**config.mk**
```make
export PLATFORM = sky130hd
export DESIGN_NAME = led_seg_out
export DESIGN_NICKNAME = d
export VERILOG_FILES = /design/src/rtl/led_seg_out_pkg.sv /design/src/rtl/led_seg_out_hex_to_seg.sv /design/src/rtl/led_seg_out.sv
export SDC_FILE = /design/constraint.sdc
export NUM_CORES = 1
export LEC_CHECK = 0
export ABC_AREA = 1
export BUFFER_PORTS_ARGS = -buffer_cell sky130_fd_sc_hd__buf_2
export CORE_MARGIN = 1
export CORE_UTILIZATION = 37
export DETAILED_ROUTE_END_ITERATION = 12
export PLACE_DENSITY = 0.59
export RECOVER_POWER = 100
export SETUP_SLACK_MARGIN = 0.5
export SYNTH_ARGS = -nofsm -noshare
export SYNTH_HDL_FRONTEND = slang
export SYNTH_SLANG_ARGS = --single-unit
```
**constraint.sdc**
```tcl
create_clock -name clk -period 2.65 [get_ports clk]
set_clock_uncertainty 0.15 [all_clocks]
set_input_delay 0.265 -clock clk [delete_from_list [all_inputs] [get_ports clk]]
set_output_delay 0.265 -clock clk [all_outputs]
set_load 0.01 [all_outputs]
```
**src/rtl/led_seg_out_pkg.sv**
```systemverilog
// -----------------------------------------------------------------------------
// led_seg_out_pkg
// Shared I/O map for the CPU output port (LEDs + seven-segment display).
// Holds the store-address constants of this block next to the switch-input
// addresses, so both windows of the I/O decode path live in one place and
// cannot silently overlap. Also provides the write-target decode helper.
// -----------------------------------------------------------------------------
package led_seg_out_pkg;

  // Output-port window (this block)
  localparam logic [7:0] ADDR_LED_LO   = 8'h60;
  localparam logic [7:0] ADDR_LED_HI   = 8'h62;
  localparam logic [7:0] ADDR_SEG_LO   = 8'h80;
  localparam logic [7:0] ADDR_SEG_HI   = 8'h84;
  localparam logic [7:0] ADDR_SEG_MASK = 8'h88;

  // Input-port window (switch block); listed here so the maps stay disjoint
  localparam logic [7:0] ADDR_SW_0     = 8'h70;
  localparam logic [7:0] ADDR_SW_1     = 8'h74;
  localparam logic [7:0] ADDR_SW_2     = 8'h78;
  localparam logic [7:0] ADDR_SW_3     = 8'h7C;

  localparam int NUM_DIGITS = 8;
  localparam int NUM_LEDS   = 24;

  // Which register a store targets
  typedef enum logic [2:0] {
    SEL_NONE     = 3'd0,
    SEL_LED_LO   = 3'd1,
    SEL_LED_HI   = 3'd2,
    SEL_SEG_LO   = 3'd3,
    SEL_SEG_HI   = 3'd4,
    SEL_SEG_MASK = 3'd5
  } reg_sel_e;

  // Address decode; anything outside the map returns SEL_NONE
  function automatic reg_sel_e decode_addr(input logic [7:0] addr);
    reg_sel_e sel;
    sel = SEL_NONE;
    case (addr)
      ADDR_LED_LO:   sel = SEL_LED_LO;
      ADDR_LED_HI:   sel = SEL_LED_HI;
      ADDR_SEG_LO:   sel = SEL_SEG_LO;
      ADDR_SEG_HI:   sel = SEL_SEG_HI;
      ADDR_SEG_MASK: sel = SEL_SEG_MASK;
      default:       sel = SEL_NONE;
    endcase
    return sel;
  endfunction

endpackage

```
**src/rtl/led_seg_out_hex_to_seg.sv**
```systemverilog
// -----------------------------------------------------------------------------
// hex_to_seg
// Purely combinational hex-digit to seven-segment decoder.
// Ports:
//   i_nibble  in  4  hex value 0..F
//   o_seg     out 7  segments {g,f,e,d,c,b,a}, active-high
// Letters use the usual mixed-case glyphs: A b C d E F.
// -----------------------------------------------------------------------------
module hex_to_seg (
  input  logic [3:0] i_nibble,
  output logic [6:0] o_seg
);

  always_comb begin
    o_seg = 7'h00;
    case (i_nibble)
      4'h0: o_seg = 7'h3F;
      4'h1: o_seg = 7'h06;
      4'h2: o_seg = 7'h5B;
      4'h3: o_seg = 7'h4F;
      4'h4: o_seg = 7'h66;
      4'h5: o_seg = 7'h6D;
      4'h6: o_seg = 7'h7D;
      4'h7: o_seg = 7'h07;
      4'h8: o_seg = 7'h7F;
      4'h9: o_seg = 7'h6F;
      4'hA: o_seg = 7'h77;
      4'hB: o_seg = 7'h7C;
      4'hC: o_seg = 7'h39;
      4'hD: o_seg = 7'h5E;
      4'hE: o_seg = 7'h79;
      4'hF: o_seg = 7'h71;
      default: o_seg = 7'h00;
    endcase
  end

endmodule

```
**src/rtl/led_seg_out.sv**
```systemverilog
// -----------------------------------------------------------------------------
// led_seg_out
// Memory-mapped CPU output port. Captures store data for 24 discrete LEDs and
// a 32-bit hex value shown on an 8-digit common-anode seven-segment display,
// scanned one digit at a time.
// Ports:
//   clk        in   1   system clock, rising edge
//   rst        in   1   synchronous active-high reset
//   LEDCtrl    in   1   write strobe from the I/O decoder
//   ALU_addr   in   8   low byte of store address
//   WriteData  in  16   store data
//   LEDOut     out 24   LED drive, active-high, registered
//   SegEn      out  8   digit anodes, active-low, registered (bit 0 = rightmost)
//   SegOut     out  8   cathodes {dp,g,f,e,d,c,b,a}, active-low, registered
// Parameter:
//   SCAN_DIV   clock cycles each digit stays lit (2..2^20)
//
// Bus handshake: LEDCtrl is a one-cycle store strobe with no back-pressure;
// every cycle with LEDCtrl=1 is a complete transfer of WriteData to the
// register selected by ALU_addr, so back-to-back stores are always accepted.
// -----------------------------------------------------------------------------
module led_seg_out
  import led_seg_out_pkg::*;
#(
  parameter int SCAN_DIV = 100000
) (
  input  logic        clk,
  input  logic        rst,
  input  logic        LEDCtrl,
  input  logic [7:0]  ALU_addr,
  input  logic [15:0] WriteData,
  output logic [23:0] LEDOut,
  output logic [7:0]  SegEn,
  output logic [7:0]  SegOut
);

  localparam int                CNT_W    = (SCAN_DIV > 1) ? $clog2(SCAN_DIV) : 1;
  localparam logic [CNT_W-1:0]  CNT_LAST = CNT_W'(SCAN_DIV - 1);

  // Architectural state
  logic [NUM_LEDS-1:0] r_led;
  logic [31:0]         r_seg_val;
  logic [7:0]          r_dig_mask;
  logic [CNT_W-1:0]    r_scan_cnt;
  logic [2:0]          r_dig_idx;
  logic [7:0]          r_seg_en;
  logic [7:0]          r_seg_out;

  // Decode / datapath
  reg_sel_e            w_sel;
  logic                w_scan_wrap;
  logic [3:0]          w_nibble;
  logic [6:0]          w_seg_pat;
  logic                w_dig_on;

  assign w_sel       = LEDCtrl ? decode_addr(ALU_addr) : SEL_NONE;
  assign w_scan_wrap = (r_scan_cnt == CNT_LAST);

  // Single decoder on the nibble of the currently selected digit
  assign w_nibble    = r_seg_val[{r_dig_idx, 2'b00} +: 4];
  assign w_dig_on    = r_dig_mask[r_dig_idx];

  hex_to_seg u_hex_to_seg (
    .i_nibble (w_nibble),
    .o_seg    (w_seg_pat)
  );

  // Store capture
  always_ff @(posedge clk) begin
    if (rst) begin
      r_led      <= '0;
      r_seg_val  <= '0;
      r_dig_mask <= 8'hFF;
    end else begin
      case (w_sel)
        SEL_LED_LO:   r_led[15:0]      <= WriteData;
        SEL_LED_HI:   r_led[23:16]     <= WriteData[7:0];
        SEL_SEG_LO:   r_seg_val[15:0]  <= WriteData;
        SEL_SEG_HI:   r_seg_val[31:16] <= WriteData;
        SEL_SEG_MASK: r_dig_mask       <= WriteData[7:0];
        default: ;
      endcase
    end
  end

  // Digit scan: dwell SCAN_DIV cycles on each digit, then advance (mod 8)
  always_ff @(posedge clk) begin
    if (rst) begin
      r_scan_cnt <= '0;
      r_dig_idx  <= '0;
    end else if (w_scan_wrap) begin
      r_scan_cnt <= '0;
      r_dig_idx  <= r_dig_idx + 3'd1;
    end else begin
      r_scan_cnt <= r_scan_cnt + 1'b1;
    end
  end

  // Output registers follow the current digit and current register contents,
  // so a store to the lit digit shows up mid-dwell one cycle later.
  always_ff @(posedge clk) begin
    if (rst) begin
      r_seg_en  <= 8'hFF;
      r_seg_out <= 8'hFF;
    end else if (w_dig_on) begin
      r_seg_en  <= ~(8'h01 << r_dig_idx);
      r_seg_out <= ~{1'b0, w_seg_pat};
    end else begin
      r_seg_en  <= 8'hFF;
      r_seg_out <= 8'hFF;
    end
  end

  assign LEDOut = r_led;
  assign SegEn  = r_seg_en;
  assign SegOut = r_seg_out;

endmodule
```
# ---- Yosys cells after proc, flatten, opt, wreduce, memory -nomap -nowiden
# Memory sizes are Yosys's and may differ from the RTL's.
# Cells that the tools add are included.
# Widths: inputs -> output; s select.
dict set report word_totals {
  ff_bits 100
  rom_bits 112
  input_bits 27
  out_inout_bits 40
  elab_cells 35
  n_memories 1
}
dict set report op_classes {
  n_addsub 2
  order_cmp 1
  n_eq_ne 11
  shift 2
  muxes 4
  bitwise 3
  reduce_logical 2
}
# name depth word_bits read_ports rd_clocked_by_memory_dff wr line
set mem_list {}
lappend mem_list {{(no name shown)} 16 7 1 0 0 led_seg_out_hex_to_seg.sv:16} ;# case (i_nibble)
# cell count
set ops {}
lappend ops {{$shiftx 32x6->4} 1}
lappend ops {{$eq 8x8->1 const B} 3}
lappend ops {{$add 17x1->17 const B} 1}
lappend ops {{$eq 17x17->1 const B} 1}
lappend ops {{$eq 8x7->1 const B} 2}
lappend ops {{$pmux 3 s5} 1}
lappend ops {{$not 7->8} 1}
lappend ops {{$not 8->8} 1}
lappend ops {{$shl 1x3->8 const A} 1}
lappend ops {{$eq 3x2->1 const B} 2}
lappend ops {{$eq 3x3->1 const B} 2}
lappend ops {{$lt 3x4->1 const B} 1}
lappend ops {{$reduce_or 2->1} 2}
lappend ops {{$add 3x1->3 const B} 1}
lappend ops {{$bmux 1 s3} 1}
lappend ops {{$eq 3x1->1 const B} 1}
lappend ops {{$mux 3} 1}
lappend ops {{$mux 1} 1}
lappend ops {{$not 1->1} 1}

# ---- Logic depth before layout (Yosys ltp)
# Gate-level depths: netlist of the first run.
dict set report logic_depth {
  word_depth 4
  mapped_depth 15
  depth_no_buf 13
}

# ---- Hierarchy
# Synthesis of the first run repeated with hierarchy kept, for this count alone.
dict set report hier_totals {
  cells_unflattened 760
  hier_area_um2 5072.4
}
# module n_inst cells_per_inst area_each_um2 seq_area_each_um2
set by_module_without_submodules {}
lappend by_module_without_submodules {led_seg_out 1 708 4802.1 1981.9}
lappend by_module_without_submodules {hex_to_seg 1 52 270.3 0.0}

# ---- Worst setup path before layout of the first run
# OpenSTA, ideal clock, no wires.
dict set report synth_path {
  path_kind {reg2reg}
  start {register r_dig_idx[0]}
  end {register r_seg_out[3] (netlist: SegOut[3])}
  setup_ps 122
  t_arrival_ps 1686
  required_ps 2378
  slack_ps 692
  stages_incl_launch_ff 14
  path_buffers 2
  period_less_slack_ps 1958
  path_cell_list {dfxtp_1 > buf_4 > inv_2 > buf_4 > nand2_1 > nand3_1 > nand3_1 > o21ai_1 > inv_1 > ha_1 > nand3_1 > nand2_1 > nand2_1 > nand3_1}
}
dict set report synth_between {
  elab_chain_len 4
  word_cells_on_any_way 7
  cone_classes {shift (1); mux (2); bitwise (2); reduce/logical (1); memory (1)}
}
# element line
set synth_rtl {}
lappend synth_rtl {{start: declaration} led_seg_out.sv:45} ;# logic [2:0] r_dig_idx;
lappend synth_rtl {{start signal: assignment} led_seg_out.sv:93} ;# r_dig_idx <= r_dig_idx + 3'd1;
lappend synth_rtl {{branches (longest 4 deep; another with $mem_v2 16x7)} n/a}
lappend synth_rtl {{end signal: assignment} led_seg_out.sv:107} ;# r_seg_out <= ~{1'b0, w_seg_pat};
lappend synth_rtl {{end: declaration} led_seg_out.sv:47} ;# logic [7:0] r_seg_out;
# Parallel ways; which one is timed is not known. The select of a mux whose other input is x is not followed.
# A chain may end at the register's enable or synchronous reset.

# ---- Worst setup path after layout of the first run
# Ends and elaborated chain as after synthesis.

==> results of run 1 <==
-- metrics by stage --
step	hold WS, ns	std cells
6_report	0.02799	969
5_1_grt	0.04470	969
4_1_cts	0.02223	969
3_5_place_dp	0.2874	953
3_3_place_gp	0.2850	953
2_1_floorplan	0.2282	738
-- state kept, by name (all words and copies together) (netlist names) --
signal and cells:
LEDOut 24, SegEn 8, SegOut 7, r_dig_idx 3, r_dig_mask 8, r_scan_cnt 17, r_seg_val 32
-- cell families after synthesis --
kind of cell    after synthesis  share of synthesized area (%)
fa+ha+maj                    13                          3.326
buf+inv                     123                          10.41
flops                        99                          40.52
other cells                   1                        0.07667
xor+xnor                      7                          1.254
simple gates                463                          41.06
compound gates               32                          3.351
-- power by group --
part	switching (mW)	internal, mW
Sequential	0.00538	1.50
Clock	0.584	0.674
Combinational	0.0851	0.0403
Total	0.674	2.21
-- cell type report --
type	instances	area (um^2)	area share, %
Clock buffer	11	242.7	4.394
Tap cell	172	215.2	3.896
Multi-Input combinational cell	516	2362	42.76
Timing Repair Buffer	72	319.1	5.776
Clock inverter	5	42.54	0.7701
Sequential cell	99	1987	35.97
Inverter	94	355.3	6.433
-- timing repair --
| action | in CTS | in global routing |
|---|---|---|
| endpoints found under the setup margin | 3 | 5 |
| pin swaps | 0 | 0 |
| cloned | 0 | 0 |
| gates resized for setup | 2 | 5 |
-- Yosys cell counts, types with 3 or more instances --
cell,count,area [um^2]
ha_1,13,162.7
nor3_1,21,105.1
nor2_1,124,465.5
clkbuf_1,6,22.52
inv_2,7,26.28
inv_1,85,319.1
nand3_1,82,410.4
buf_4,6,45.04
nor2_2,3,18.77
or2_2,3,18.77
o21ai_0,5,25.02
nand2_1,203,762.0
nand2_2,3,18.77
nand3_2,4,40.04
dfxtp_1,99,1982
buf_2,14,70.07
nand4_1,4,25.02
xnor2_1,4,35.03
xor2_1,3,26.28
a21oi_1,24,120.1
nand3b_1,11,82.58
-- cells in the final DEF (no fill, tap or decap), types with 9 or more instances in the layout --
master,n
clkbuf_1,44
clkbuf_16,9
nand3_1,86
ha_1,13
nor2_1,125
dfxtp_1,97
a21oi_1,24
buf_2,24
nand3b_1,11
nand2_1,204
inv_1,87
nor3_1,22
-- critical path, delay by kind of cell, from the launching register on --
family / cells / cell delay [ns]
fa+ha+maj: 1 / 0.29
buf+inv: 2 / 0.40
flops: 1 / 0.41
simple gates: 9 / 0.72
-- how the worst min path moves through the flow --
stage | from | endpoint | slack, ns | cells after the start
after floorplan | WriteData[0] | r_dig_mask[0] | 0.23 | 2
after global placement | r_scan_cnt[0] | r_scan_cnt[0] | 0.28 | 1
after detailed placement | r_scan_cnt[0] | r_scan_cnt[0] | 0.29 | 1
after CTS | WriteData[10] | r_seg_val[10] | 0.02 | 3
after global routing | WriteData[4] | r_dig_mask[4] | 0.04 | 3
final | WriteData[10] | r_seg_val[10] | 0.03 | 3
-- metal layers --
layer / vias to the layer above / track usage [%] / share of wire (%)
li1: 2387 / - / -
met1: 1969 / 25.79 / 52
met2: 64 / 27.50 / 43
met3: 15 / 4.325 / 3.1
met4: 0 / 5.823 / 1.6
met5: - / 0 / 0
==> impl_metrics.prom, run 1 <==
# TYPE chip_impl_metric gauge
chip_impl_info{name="run_status",value="completed"} 1
chip_impl_metric{name="report.final.hold_viol_count",unit=""} 0
chip_impl_metric{name="synthesis.area",unit="um^2"} 4891
chip_impl_metric{name="placer_congestion_estimate",unit=""} 0.8407
chip_impl_info{name="tritoncts",value="done"} 1
chip_impl_info{name="setup.worst_path.end",value="SegOut[3]"} 1
chip_impl_metric{name="grt_pass1_wl",unit="mm"} 19.22
chip_impl_metric{name="ctsHtreeMaxLevel",unit=""} 3
chip_impl_metric{name="die_width",unit="um"} 117.0
chip_impl_metric{name="drc",unit=""} 0
chip_impl_info{name="reg2reg_from",value="r_dig_idx[0]"} 1
chip_impl_metric{name="max-slew-margin-rel",unit="%"} 28.11
chip_impl_metric{name="place_worst_setup_slack",unit="ns"} 0.4553
chip_impl_metric{name="power_per_cell_area",unit="nW/um^2"} 522.7
chip_impl_metric{name="fin_nets",unit=""} 832
chip_impl_info{name="setup_crit_start",value="r_dig_idx[0]"} 1
chip_impl_metric{name="tritoncts_buffer_count",unit=""} 9
chip_impl_metric{name="synthesized_net_count",unit=""} 778
chip_impl_metric{name="floorplan.io_pins",unit=""} 67
chip_impl_metric{name="synth_cell_types",unit=""} 30
chip_impl_metric{name="synth.ff_latch_count",unit=""} 99
chip_impl_metric{name="maxSlewViolCount",unit=""} 0
chip_impl_metric{name="crit_path_max_incr_delay",unit="ns"} 0.41
chip_impl_metric{name="static-leakage-power",unit="nW"} 2.602
chip_impl_metric{name="drive_above_1_share",unit="%"} 8.030
chip_impl_metric{name="worstPathArrival",unit="ns"} 2.18
chip_impl_metric{name="grt.overflow.total",unit=""} 0
chip_impl_metric{name="final_cell_area",unit="um^2"} 5524
chip_impl_metric{name="syn_inst",unit=""} 738
chip_impl_metric{name="initial_utilization",unit="%"} 38.29
chip_impl_metric{name="firstDrtPassIters",unit=""} 5
chip_impl_info{name="worst_setup_path_start_kind",value="flip-flop"} 1
chip_impl_metric{name="routed_wire_length_per_instance",unit="um"} 11.82
chip_impl_metric{name="design.die.area",unit="um^2"} 13680
chip_impl_metric{name="share_of_the_clock_period_used_by_the_worst_path_after_layout",unit="%"} 79.88
chip_impl_metric{name="via_count",unit=""} 4435
chip_impl_metric{name="timing_worst_slew_pin_value",unit="ns"} 1.075
chip_impl_info{name="dominantRegCellSynth",value="dfxtp_1"} 1
chip_impl_info{name="cp_cell_sequence",value="clkbuf_1, nor2_1, nor2_1, nand2_1, nand2_1, nand2_1, nand2_2, inv_1, ha_1, nand3_1, nand3_1, nand3_1"} 1
chip_impl_metric{name="maxClockFrequency",unit="MHz"} 472.4
chip_impl_metric{name="finalPower",unit="mW"} 2.888
chip_impl_metric{name="insertion_delay",unit="ns"} 0.35
chip_impl_metric{name="maximum_number_of_pins_on_one_net_before_global_route_repair",unit=""} 65
chip_impl_metric{name="placementRows",unit=""} 41
chip_impl_info{name="rsz_0062_raised_after_global_routing",value="no"} 1
chip_impl_info{name="timing.setup.critical_path_class",value="flip-flop to flip-flop"} 1
chip_impl_metric{name="cts_hold_buffers",unit=""} 0
chip_impl_info{name="hold_path.class",value="input port to flip-flop"} 1
chip_impl_metric{name="max_cap_viol_count",unit=""} 0
chip_impl_metric{name="initialDrtViolationCount",unit=""} 234
chip_impl_info{name="clock_tree.root_cell",value="clkbuf_16"} 1
chip_impl_metric{name="placedInstanceArea",unit="um^2"} 5328
chip_impl_metric{name="totalNegativeSetupSlack",unit="ns"} 0
chip_impl_metric{name="worst-path-max-fanout",unit=""} 11
chip_impl_metric{name="placeable_core_region",unit="um^2"} 12770
chip_impl_metric{name="report.final.setup_viol",unit=""} 0
chip_impl_metric{name="clk_pin_slew",unit="ns"} 0.07
chip_impl_metric{name="synth-edff-count",unit=""} 0
chip_impl_metric{name="clk_path_buf_depth",unit=""} 2
chip_impl_metric{name="clock_sinks",unit=""} 99
chip_impl_metric{name="final.min_clock_period",unit="ns"} 2.117
chip_impl_metric{name="insertedDiodeCount",unit=""} 0
chip_impl_metric{name="irDropWorstVdd",unit="mV"} 0.2913
chip_impl_metric{name="rr_worst_depth",unit=""} 12
chip_impl_metric{name="routed_wl",unit="mm"} 11.46
chip_impl_metric{name="synthesis.yosys.warnings",unit=""} 0
chip_impl_metric{name="postLayoutCoreUtil",unit="%"} 43.25
chip_impl_metric{name="dp_hpwl",unit="mm"} 8.382
chip_impl_metric{name="vias_in_the_first_global_route",unit=""} 3941
chip_impl_metric{name="crit_required",unit="ns"} 2.71
chip_impl_metric{name="number_of_antenna_violations_at_the_first_check_in_global_routing",unit=""} 0
chip_impl_metric{name="synth_async_sr_flop_share",unit="%"} 0
chip_impl_metric{name="chipHeight",unit="um"} 117.0
chip_impl_metric{name="port-buffer-count",unit=""} 65
chip_impl_info{name="library_cell_contributing_the_largest_single_delay_on_the_critical_path",value="dfxtp_4"} 1
chip_impl_metric{name="seq_area_frac_synth",unit="%"} 40.52
chip_impl_metric{name="timing.final.ws_setup",unit="ns"} 0.5332
chip_impl_info{name="r2r_end",value="SegOut[3]"} 1
chip_impl_metric{name="groute.usage.overall",unit="%"} 18.29
chip_impl_metric{name="flow.area_growth_from_synthesis",unit="%"} 12.94
chip_impl_metric{name="synth.avg_cell_area",unit="um^2"} 6.627
chip_impl_info{name="timing.critical_path.to_type",value="flip-flop"} 1
chip_impl_metric{name="ff2ff_setup_slack",unit="ns"} 0.53
chip_impl_metric{name="mean_number_of_vias_per_cell",unit=""} 4.577
chip_impl_metric{name="num-fill-cells",unit=""} 1411
chip_impl_metric{name="post_cts_buffers",unit=""} 0
chip_impl_metric{name="postRouteAntennaNets",unit=""} 0
Note: power is estimated with default switching activity, not from simulation.
==> inputs of run 2 (changes only) <==
- PLACE_DENSITY: 0.59 -> 0.61
- clock period: 2.65 -> 1.9 ns (I/O delays scaled with it)
==> impl_metrics.prom, run 2 (same netlist as run 1, synthesis figures left out) <==
# TYPE chip_impl_metric gauge
chip_impl_metric{name="placeable_core_region",unit="um^2"} 12770
chip_impl_metric{name="placedInstanceArea",unit="um^2"} 5549
chip_impl_metric{name="insertion_delay",unit="ns"} 0.36
chip_impl_metric{name="total_switching_power",unit="mW"} 0.9680
chip_impl_metric{name="ff2ff_setup_slack",unit="ns"} 0.07
chip_impl_metric{name="fin_nets",unit=""} 897
chip_impl_metric{name="groute.usage.overall",unit="%"} 20.14
chip_impl_info{name="timing.setup.critical_path_class",value="flip-flop to flip-flop"} 1
chip_impl_metric{name="power_frac_comb",unit="%"} 5.8
chip_impl_metric{name="grt_pass1_wl",unit="mm"} 21.21
chip_impl_info{name="clock_tree.root_cell",value="clkbuf_16"} 1
chip_impl_metric{name="ctsHtreeMaxLevel",unit=""} 3
chip_impl_info{name="timing.critical_path.to_type",value="flip-flop"} 1
chip_impl_info{name="worst_setup_path_start_kind",value="flip-flop"} 1
chip_impl_metric{name="chipHeight",unit="um"} 117.0
chip_impl_metric{name="crit_required",unit="ns"} 1.99
chip_impl_metric{name="timing_worst_slew_pin_value",unit="ns"} 0.5570
chip_impl_metric{name="maximum_number_of_pins_on_one_net_before_global_route_repair",unit=""} 41
chip_impl_metric{name="clk_pin_slew",unit="ns"} 0.07
chip_impl_metric{name="power.share.sequential",unit="%"} 48.9
chip_impl_metric{name="placementRows",unit=""} 41
chip_impl_metric{name="via_count",unit=""} 4886
chip_impl_metric{name="final_cell_area",unit="um^2"} 6618
chip_impl_metric{name="placer_congestion_estimate",unit=""} 0.8430
chip_impl_metric{name="initial_utilization",unit="%"} 38.29
chip_impl_metric{name="drive_above_1_share",unit="%"} 23.20
chip_impl_metric{name="vias_in_the_first_global_route",unit=""} 4469
chip_impl_metric{name="dp_hpwl",unit="mm"} 8.566
chip_impl_metric{name="clk_path_buf_depth",unit=""} 2
chip_impl_metric{name="share_of_the_clock_period_used_by_the_worst_path_after_layout",unit="%"} 96.21
chip_impl_metric{name="max_cap_viol_count",unit=""} 0
chip_impl_info{name="worst_hold_startpoint",value="WriteData[0]"} 1
chip_impl_metric{name="final.min_clock_period",unit="ns"} 1.828
chip_impl_metric{name="postRouteAntennaNets",unit=""} 0
chip_impl_metric{name="report.final.setup_viol",unit=""} 0
chip_impl_metric{name="firstDrtPassIters",unit=""} 5
chip_impl_metric{name="irDropWorstVdd",unit="mV"} 0.4627
chip_impl_metric{name="worstPathArrival",unit="ns"} 1.92
chip_impl_metric{name="grt.overflow.total",unit=""} 0
chip_impl_info{name="rsz_0062_raised_after_global_routing",value="yes"} 1
chip_impl_info{name="critical_path.most_common_cell",value="nand3_2"} 1
chip_impl_info{name="final_cell_mix",value="nand2_1, nor2_1, dfxtp_1"} 1
chip_impl_metric{name="mean_number_of_vias_per_cell",unit=""} 4.725
chip_impl_metric{name="maxSlewViolCount",unit=""} 0
chip_impl_info{name="max_flop_register",value="r_seg_val"} 1
chip_impl_metric{name="routed_wl",unit="mm"} 13.47
chip_impl_metric{name="tritoncts_buffer_count",unit=""} 9
chip_impl_metric{name="flow.area_growth_from_synthesis",unit="%"} 35.30
chip_impl_info{name="cp_cell_sequence",value="buf_4, nand2_1, nand3_1, nand3_2, o21ai_4, buf_4, ha_4, nand3b_1, nand3_2, nand3_2"} 1
chip_impl_info{name="run_status",value="completed"} 1
chip_impl_metric{name="hold-worst-slack",unit="ns"} 0.01877
chip_impl_metric{name="power_per_cell_area",unit="nW/um^2"} 647.6
chip_impl_metric{name="max-slew-margin-rel",unit="%"} 62.87
chip_impl_info{name="library_cell_contributing_the_largest_single_delay_on_the_critical_path",value="dfxtp_4"} 1
chip_impl_metric{name="routed_wire_length_per_instance",unit="um"} 13.03
chip_impl_metric{name="die_width",unit="um"} 117.0
chip_impl_info{name="tritoncts",value="done"} 1
chip_impl_metric{name="initialDrtViolationCount",unit=""} 270
chip_impl_metric{name="static-leakage-power",unit="nW"} 3.026
chip_impl_metric{name="number_of_antenna_violations_at_the_first_check_in_global_routing",unit=""} 0
chip_impl_metric{name="crit_path_max_incr_delay",unit="ns"} 0.38
chip_impl_info{name="layout_commonest_cell",value="nand2_1"} 1
chip_impl_metric{name="insertedDiodeCount",unit=""} 0
chip_impl_info{name="reg2reg_from",value="r_dig_idx[0]"} 1
chip_impl_metric{name="floorplan.io_pins",unit=""} 67
chip_impl_metric{name="maxClockFrequency",unit="MHz"} 547.1
chip_impl_info{name="hold_path.class",value="input port to flip-flop"} 1
chip_impl_info{name="setup_crit_start",value="r_dig_idx[0]"} 1
chip_impl_metric{name="report.final.hold_viol_count",unit=""} 0
chip_impl_metric{name="port-buffer-count",unit=""} 65
chip_impl_metric{name="clock_sinks",unit=""} 99
chip_impl_metric{name="design.die.area",unit="um^2"} 13680
chip_impl_metric{name="internal-power",unit="mW"} 3.318
chip_impl_metric{name="drc",unit=""} 0
chip_impl_metric{name="worst-path-max-fanout",unit=""} 6
chip_impl_metric{name="clock_power_share",unit="%"} 45.3
chip_impl_metric{name="largest_reg_flops",unit=""} 32
chip_impl_metric{name="swShare",unit="%"} 22.59
==> run 2: final cells by class <==
class                      instances  area, um^2
timing repair buffer             135       910.9
clock buffer                      13       270.3
inverter                          94       369.1
sequential                        99        2017
tap                              172       215.2
fill                            1276        6156
multi-input combinational        518        2790
clock inverter                     3       45.04
==> run 2: per-layer routing <==
metal	global-route usage (%)	part of all wire, %	vias up	wire (um)
met2	31.20	46	108	6188
met3	3.553	4.7	29	634
met4	9.536	2.6	0	344
met5	0	0	-	0
li1	-	-	2518	-
met1	27.19	47	2231	6307
==> run 2: worst max-delay path, delay by kind of cell, from the launching register on <==
family          cells  cell delay [ns]
buf+inv             2             0.30
simple gates        6             0.64
fa+ha+maj           1             0.14
flops               1             0.38
compound gates      1             0.10
==> run 2: final timing paths <==
path / endpoint / cells after the start
setup / recovery: SegOut[0] / 10
hold / removal: r_dig_mask[0] / 3
setup reg to reg: SegOut[0] / 10
hold reg to reg: r_seg_val[28] / 2
==> run 2: repair_timing <==
action,in CTS,in global routing
endpoints found under the setup margin,35,52
resized for setup,53,77
gates cloned,2,2
buffers inserted,20,13
hold buffers,15,0
pin swaps,29,29
hold endpoints to repair,25,0
==> run 2: power groups by stage <==
stage,logic (mW),registers (mW),clock network (mW)
6_report,0.250,2.10,1.94
4_1_cts,0.230,2.10,1.98
5_1_grt,0.279,2.10,2.06
3_5_place_dp,0.195,2.15,0
3_3_place_gp,0.195,2.15,0
2_1_floorplan,0.100,2.16,0
==> run 2: through the flow <==
stage / total power [mW] / setup TNS (ns) / util (%) / std cells / setup WS (ns)
final: 4.286 / 0 / 51.81 / 1034 / 0.07210
after global routing: 4.436 / -0.004694 / 51.81 / 1034 / -0.004694
after CTS: 4.309 / 0 / 49.71 / 1019 / 0.1625
after detailed placement: 2.346 / 0 / 43.44 / 966 / 0.05616
after global placement: 2.345 / 0 / 43.44 / 966 / 0.1143
after floorplan: 2.256 / 0 / - / 738 / 0.1497
